===== src/rtl/ysyx_23060111_mem_arbiter.sv =====
// Two-requester memory arbiter: shares one memory port between the
// instruction fetch unit (IFU) and the load/store unit (LSU).
//
// Handshake flow: IDLE accepts one request (valid/ready), ISSUE presents the
// registered request to memory until mem_req_ready, WAIT waits for
// mem_resp_valid or returns an error response after TIMEOUT cycles.
//
// Ports:
//   clk, rst                 clock (rising edge), async active-low reset
//   ifu_req_* / ifu_resp_*   IFU read request and 1-cycle response strobe
//   lsu_req_* / lsu_resp_*   LSU read/write request and 1-cycle response strobe
//   resp_err                 qualifies the active resp_valid; 1 = timeout
//   mem_req_* / mem_*        registered request to memory
//   mem_resp_valid/mem_rdata memory response
//   busy                     high whenever the state is not IDLE
//
// Configuration macro: YSYX_23060111_ARB_RR_EN
//   defined   -> round-robin arbitration on simultaneous requests
//   undefined -> fixed priority, LSU wins ties

module ysyx_23060111_mem_arbiter #(
    parameter int unsigned AW      = 32,
    parameter int unsigned DW      = 32,
    parameter int unsigned TIMEOUT = 16
) (
    input  logic            clk,
    input  logic            rst,

    input  logic            ifu_req_valid,
    output logic            ifu_req_ready,
    input  logic [AW-1:0]   ifu_addr,
    output logic            ifu_resp_valid,
    output logic [DW-1:0]   ifu_rdata,

    input  logic            lsu_req_valid,
    output logic            lsu_req_ready,
    input  logic [AW-1:0]   lsu_addr,
    input  logic            lsu_wen,
    input  logic [DW-1:0]   lsu_wdata,
    input  logic [DW/8-1:0] lsu_wmask,
    output logic            lsu_resp_valid,
    output logic [DW-1:0]   lsu_rdata,

    output logic            resp_err,

    output logic            mem_req_valid,
    input  logic            mem_req_ready,
    output logic [AW-1:0]   mem_addr,
    output logic            mem_wen,
    output logic [DW-1:0]   mem_wdata,
    output logic [DW/8-1:0] mem_wmask,
    input  logic            mem_resp_valid,
    input  logic [DW-1:0]   mem_rdata,

    output logic            busy
);

    localparam int unsigned MW = DW / 8;
    localparam int unsigned CW = (TIMEOUT > 2) ? $clog2(TIMEOUT) : 1;

    localparam logic OWN_IFU = 1'b0;
    localparam logic OWN_LSU = 1'b1;

    typedef enum logic [1:0] {
        S_IDLE  = 2'd0,
        S_ISSUE = 2'd1,
        S_WAIT  = 2'd2
    } state_t;

    state_t          state_q, state_d;
    logic            owner_q, owner_d;
    logic [CW-1:0]   cnt_q,   cnt_d;
    logic [AW-1:0]   addr_q,  addr_d;
    logic            wen_q,   wen_d;
    logic [DW-1:0]   wdata_q, wdata_d;
    logic [MW-1:0]   wmask_q, wmask_d;
    logic            grant_lsu;

`ifdef YSYX_23060111_ARB_RR_EN
    logic            last_grant_q, last_grant_d;

    // On a tie the requester that did not win last time is granted.
    assign grant_lsu = lsu_req_valid && (!ifu_req_valid || (last_grant_q == OWN_IFU));

    // Last-grant register; resets to LSU so the first tie goes to the IFU.
    always_ff @(posedge clk or negedge rst) begin
        if (!rst) begin
            last_grant_q <= OWN_LSU;
        end else begin
            last_grant_q <= last_grant_d;
        end
    end
`else
    // Fixed priority: any LSU request wins.
    assign grant_lsu = lsu_req_valid;
`endif

    // State and request registers.
    always_ff @(posedge clk or negedge rst) begin
        if (!rst) begin
            state_q <= S_IDLE;
            owner_q <= OWN_IFU;
            cnt_q   <= '0;
            addr_q  <= '0;
            wen_q   <= 1'b0;
            wdata_q <= '0;
            wmask_q <= '0;
        end else begin
            state_q <= state_d;
            owner_q <= owner_d;
            cnt_q   <= cnt_d;
            addr_q  <= addr_d;
            wen_q   <= wen_d;
            wdata_q <= wdata_d;
            wmask_q <= wmask_d;
        end
    end

    // Next-state, request capture and response routing.
    always_comb begin
        state_d        = state_q;
        owner_d        = owner_q;
        cnt_d          = cnt_q;
        addr_d         = addr_q;
        wen_d          = wen_q;
        wdata_d        = wdata_q;
        wmask_d        = wmask_q;
`ifdef YSYX_23060111_ARB_RR_EN
        last_grant_d   = last_grant_q;
`endif
        ifu_req_ready  = 1'b0;
        lsu_req_ready  = 1'b0;
        ifu_resp_valid = 1'b0;
        lsu_resp_valid = 1'b0;
        ifu_rdata      = '0;
        lsu_rdata      = '0;
        resp_err       = 1'b0;

        unique case (state_q)
            S_IDLE: begin
                // Ready is held low while reset is asserted, even though the
                // state register already reads IDLE.
                if (rst) begin
                    if (grant_lsu) begin
                        lsu_req_ready = 1'b1;
                        owner_d       = OWN_LSU;
                        addr_d        = lsu_addr;
                        wen_d         = lsu_wen;
                        wdata_d       = lsu_wdata;
                        wmask_d       = lsu_wmask;
                        state_d       = S_ISSUE;
`ifdef YSYX_23060111_ARB_RR_EN
                        last_grant_d  = OWN_LSU;
`endif
                    end else if (ifu_req_valid) begin
                        ifu_req_ready = 1'b1;
                        owner_d       = OWN_IFU;
                        addr_d        = ifu_addr;
                        wen_d         = 1'b0;
                        wdata_d       = '0;
                        wmask_d       = '1;
                        state_d       = S_ISSUE;
`ifdef YSYX_23060111_ARB_RR_EN
                        last_grant_d  = OWN_IFU;
`endif
                    end
                end
            end

            S_ISSUE: begin
                if (mem_req_ready) begin
                    state_d = S_WAIT;
                    cnt_d   = '0;
                end
            end

            S_WAIT: begin
                cnt_d = cnt_q + CW'(1);
                // A real response beats a timeout landing in the same cycle.
                if (mem_resp_valid) begin
                    if (owner_q == OWN_LSU) begin
                        lsu_resp_valid = 1'b1;
                        lsu_rdata      = mem_rdata;
                    end else begin
                        ifu_resp_valid = 1'b1;
                        ifu_rdata      = mem_rdata;
                    end
                    state_d = S_IDLE;
                end else if (cnt_q == CW'(TIMEOUT - 1)) begin
                    if (owner_q == OWN_LSU) begin
                        lsu_resp_valid = 1'b1;
                    end else begin
                        ifu_resp_valid = 1'b1;
                    end
                    resp_err = 1'b1;
                    state_d  = S_IDLE;
                end
            end

            default: begin
                state_d = S_IDLE;
            end
        endcase
    end

    // Memory request fields come straight from the registers.
    assign mem_req_valid = (state_q == S_ISSUE);
    assign mem_addr      = addr_q;
    assign mem_wen       = wen_q;
    assign mem_wdata     = wdata_q;
    assign mem_wmask     = wmask_q;
    assign busy          = (state_q != S_IDLE);

endmodule


===== config.mk =====
export PLATFORM = sky130hd
export DESIGN_NAME = ysyx_23060111_mem_arbiter
export DESIGN_NICKNAME = d
export VERILOG_FILES = /design/src/rtl/ysyx_23060111_mem_arbiter.sv
export SDC_FILE = /design/constraint.sdc
export NUM_CORES = 1
export LEC_CHECK = 0
export CORE_MARGIN = 2
export CORE_UTILIZATION = 34
export CTS_CLUSTER_DIAMETER = 80
export CTS_CLUSTER_SIZE = 10
export DETAILED_ROUTE_END_ITERATION = 6
export GPL_TIMING_DRIVEN = 0
export PLACE_DENSITY_LB_ADDON = 0.3
export SLEW_MARGIN = 20
export SYNTH_ARGS = -nofsm -noshare
export SYNTH_HDL_FRONTEND = slang
export SYNTH_SLANG_ARGS = --single-unit

===== constraint.sdc =====
create_clock -name clk -period 2 [get_ports clk]
set_input_delay 0.4 -clock clk [delete_from_list [all_inputs] [get_ports clk]]
set_output_delay 0.4 -clock clk [all_outputs]
set_load 0.1 [all_outputs]

==> results.txt <==
From left edge to right edge, the die measures 108.7 µm. Entering global routing, the biggest net connects 28 pins. The area growth from synthesis to layout is 118.7%. The final reports fail on negative setup slack. The worst setup path is captured at an output pin. Measured along the y axis, the die boundary spans 108.7 µm.

The worst hold path belongs to the class in2async. For the final database, setup skew stands at 0.009999 ns. Net switching is 60.87% of the power. For the relative slew slack, the log shows 32.31%. The clock reaches the later pin of the worst-skew pair after 0.34 ns.

In this run the worst path has a maximum fanout of 8. The clock transition at the register clock pins on the worst setup and hold paths after CTS is 0.08 ns, and the number of antenna violations at the first check in global routing is 2. The filler cells instantiated in the layout total 640. Across the run, the number of max-cap violations was 0. The average via count per standard cell came out at 4.934. For the timing-limited maximum frequency, the log shows 446.1 MHz.

Startpoint of the lowest-slack register-to-register path: state_q[0]. The worst path needs 2.242 ns of the cycle, external delays included. The summed instance area of the synthesized netlist is 0.003730 mm². Global-route total usage across every layer: 27.86%. The die covers 0.01182 mm². After layout, the worst path uses 112.1% of the clock period. Setup repair after global routing could not meet its margin everywhere. Met2 usage: 50.49%. The global routing usage on met3 is 8.368%.

The logs give 0 for the antenna violation net count after detailed routing and 2 for the maximum buffer depth of the clock tree. The most critical setup path has its startpoint at state_q[0]. After detailed routing, the number of remaining DRC violations is 0. The tools report the net total in the final layout as 755. The run gives 9 as the total CTS buffers.

At the pin with the least slew margin, the transition time is 1.019 ns. The tree is rooted in a clkbuf_8. CTS saw 76 sinks.

The iteration-0 DRC count of the detailed router was 149; the number of endpoints failing setup at the final stage was 66. The first global-routing pass estimated 24130 µm of wire. The tools report the worst path required time as 1.60 ns. Summing the sequential cell areas from Yosys gives 50.99% of the chip area. The synthesized area per cell is 12.39 µm². Combinational logic is responsible for 70.8% of the overall power. In this run the core area contains 38 standard-cell rows. The tools report the worst-case setup margin in the final layout as -0.2418 ns.

The worst register-to-register path ends at mem_addr[23]. The tools report the total number of vias as 3760. Global routing used 27.64% of the available met1 tracks. For this configuration, the core starts out at a cell density of 34.56%. For the count of unique library cells instantiated by Yosys, the log shows 34. Across all register-to-register paths, the minimum setup slack is 0.02 ns. The tools report the final weighted congestion in routability-driven placement as 0.8371. The number of placed instances with taps included was 719.

Synthesis handed over a netlist of 301 instances. Share of post-route cells with drive strength above 1: 44.75%. Counting flops and latches in the post-synthesis netlist gives 76. The tools report the leakage power total as 3.599 nW.

The tools report the arrival time reported for the critical path endpoint as 1.84 ns. For the number of global-route vias before repair, the log shows 4085. For the final max-slew violation count, the log shows 0. The number of hold-slack violations in the final timing report came out at 0. The wire length per cell after detailed routing is 21.73 µm. The depth of the worst register-to-register path works out to 7.

The logs give 3 for the deepest level of the CTS H-tree and 16560 µm for the total detailed-routing wirelength. Summed over all failing endpoints, the final setup total negative slack is -13.48 ns. The internal power was 5.291 mW. In this run the count of I/O pins placed on the die edge is 279. The total area inside the core boundary comes to 0.01079 mm². Registers are responsible for 20.3% of the overall power.

IR analysis of the VDD net gives a maximum drop of 1.473 mV. In this run the power spent charging and discharging nets is 8.232 mW. The kind of launch point of the worst setup path was a flop. The flow ran to the end, but the final reports show violations.

Summed over all layers, the global routing overflow is 0. The finished layout holds 762 standard cells, fillers aside. The length of the first detailed-routing pass in iterations is 4, and the total non-filler cell area in the finished layout is 0.008158 mm². Once placement finished, the instance area stood at 0.006788 mm². The number of nets produced by synthesis was 441; the power per unit of standard cell area was 1658 mW/mm². Port buffering added 277 buffers.

During synthesis, Yosys emitted a total of 0 warnings. The most heavily used metal layer in global routing is met2. The power share of the clock group was 8.9%. The critical path is of the reg2out type.

TritonCTS built the clock tree. The detailed placement HPWL came out at 10640 µm.
-- synth_stat cells --
cell	number	area share [%]
a21o_1	1	0.20
a21oi_1	6	0.81
a22o_1	33	7.7
a311oi_1	2	0.47
a31o_2	1	0.23
and2_1	64	11
and2b_1	1	0.20
and3_1	3	0.50
buf_2	10	1.3
buf_4	1	0.20
buf_6	4	1.2
clkbuf_1	3	0.30
clkbuf_2	3	0.40
dfrtp_1	76	51
ha_1	1	0.34
inv_1	1	0.10
inv_2	1	0.10
mux2_1	26	7.8
mux2_2	38	11
mux2i_1	1	0.27
nand2_1	4	0.40
nand2b_4	1	0.37
nand3_1	1	0.13
nand3b_1	1	0.20
nor2_1	5	0.50
nor3_1	1	0.13
nor3b_2	1	0.34
nor3b_4	1	0.50
o21a_1	2	0.40
o21ai_1	1	0.13
o22a_1	3	0.70
o22ai_1	2	0.34
o31ai_1	1	0.20
or2_2	1	0.17
-- final cells by class --
type                    count  area, µm²  share of cell area (%)
repair buffers            304       3694                   45.28
multi-input cells         202       1943                   23.82
flip-flops and latches     76       1906                   23.36
plain buffers              20      210.2                   2.577
well taps                 140      175.2                   2.147
clock buffers              14      172.7                   2.117
clock inverters             1      30.03                  0.3681
inverters                   2      20.02                  0.2454
diodes                      3      7.507                 0.09202
-- registers in the layout (all words and copies together), names as in the netlist --
| name | cells |
|---|---|
| mem_wen | 1 |
| mem_wmask | 4 |
| owner_q | 1 |
| cnt_q | 4 |
| mem_addr | 32 |
| mem_wdata | 32 |
| state_q | 2 |
-- per-stage QoR --
step	power [mW]	setup slack [ns]	hold slack [ns]	util, %
finish	13.52	-0.2418	0.08981	75.59
global route	13.95	-0.2827	0.07571	75.56
global placement	11.95	-4.066	0.4705	62.73
CTS	13.25	-0.2347	0.07316	74.25
floorplan	9.669	-0.2308	0.1044	-
detailed placement	12.04	-1.710	0.3848	62.89
-- cells in the final DEF (no fill, tap or decap), drive strengths merged, types with 2 or more instances in the layout --
cell | netlist | routed
a22o | 33 | 33
dlygate4sd2 | 0 | 13
clkbuf | 6 | 35
clkdlybuf4s50 | 0 | 135
nand2 | 4 | 4
mux2 | 64 | 64
nor2 | 5 | 5
o22ai | 2 | 2
o21a | 2 | 2
nor3b | 2 | 2
dfrtp | 76 | 76
buf | 15 | 112
and3 | 3 | 3
and2 | 64 | 64
o22a | 3 | 3
diode | 0 | 3
clkdlybuf4s15 | 0 | 39
dlygate4sd3 | 0 | 2
a21oi | 6 | 6
a311oi | 2 | 2
-- power groups by stage --
stage	Clock [mW]	Sequential (mW)	Combinational, mW
4_1_cts	1.24	2.69	9.32
2_1_floorplan	0	7.76	1.91
6_report	1.21	2.74	9.57
5_1_grt	1.31	2.83	9.80
3_3_place_gp	0	2.70	9.26
3_5_place_dp	0	2.71	9.33
-- worst max-delay path by stage --
stage,to,slack (ns),depth (start not counted)
after global placement,lsu_req_ready,-4.07,6
after CTS,ifu_rdata[9],-0.23,6
after floorplan,resp_err,-0.23,3
after detailed placement,lsu_req_ready,-1.71,7
after global routing,ifu_rdata[3],-0.28,6
final,ifu_rdata[7],-0.24,6
-- repair_timing --
action	4_1_cts	5_1_grt
hold buffers	4	0
cloned	7	0
pin swaps	60	7
setup endpoints to repair	195	123
endpoints found under the hold margin	35	0
setup buffers	10	5
resized for setup	803	104
-- critical path: stages (launching register included) --
cell	delay [ns]
dfrtp_2	0.44
nand2b_4	0.17
nor3b_4	0.21
buf_6	0.21
buf_8	0.13
and2_4	0.16
buf_12	0.17
-- layer usage --
layer	part of all wire (%)	wire length, µm
met1	35	5719
met2	54	8974
met3	7.1	1173
met4	4.2	689
met5	0	0
-- cells by family (layout without fill, tap and decap cells) --
kind of cell	after synthesis	count (layout)	share of synthesized area, %
and+or+nand+nor	84	84	14.19
other	0	3	0
AOI/OAI and AO/OA	52	52	11.24
buffers and inverters	23	341	3.656
DFF	76	76	50.99
adders and majority gates	1	1	0.3354
muxes	65	65	19.59
Note: power is estimated with default switching activity, not from simulation.
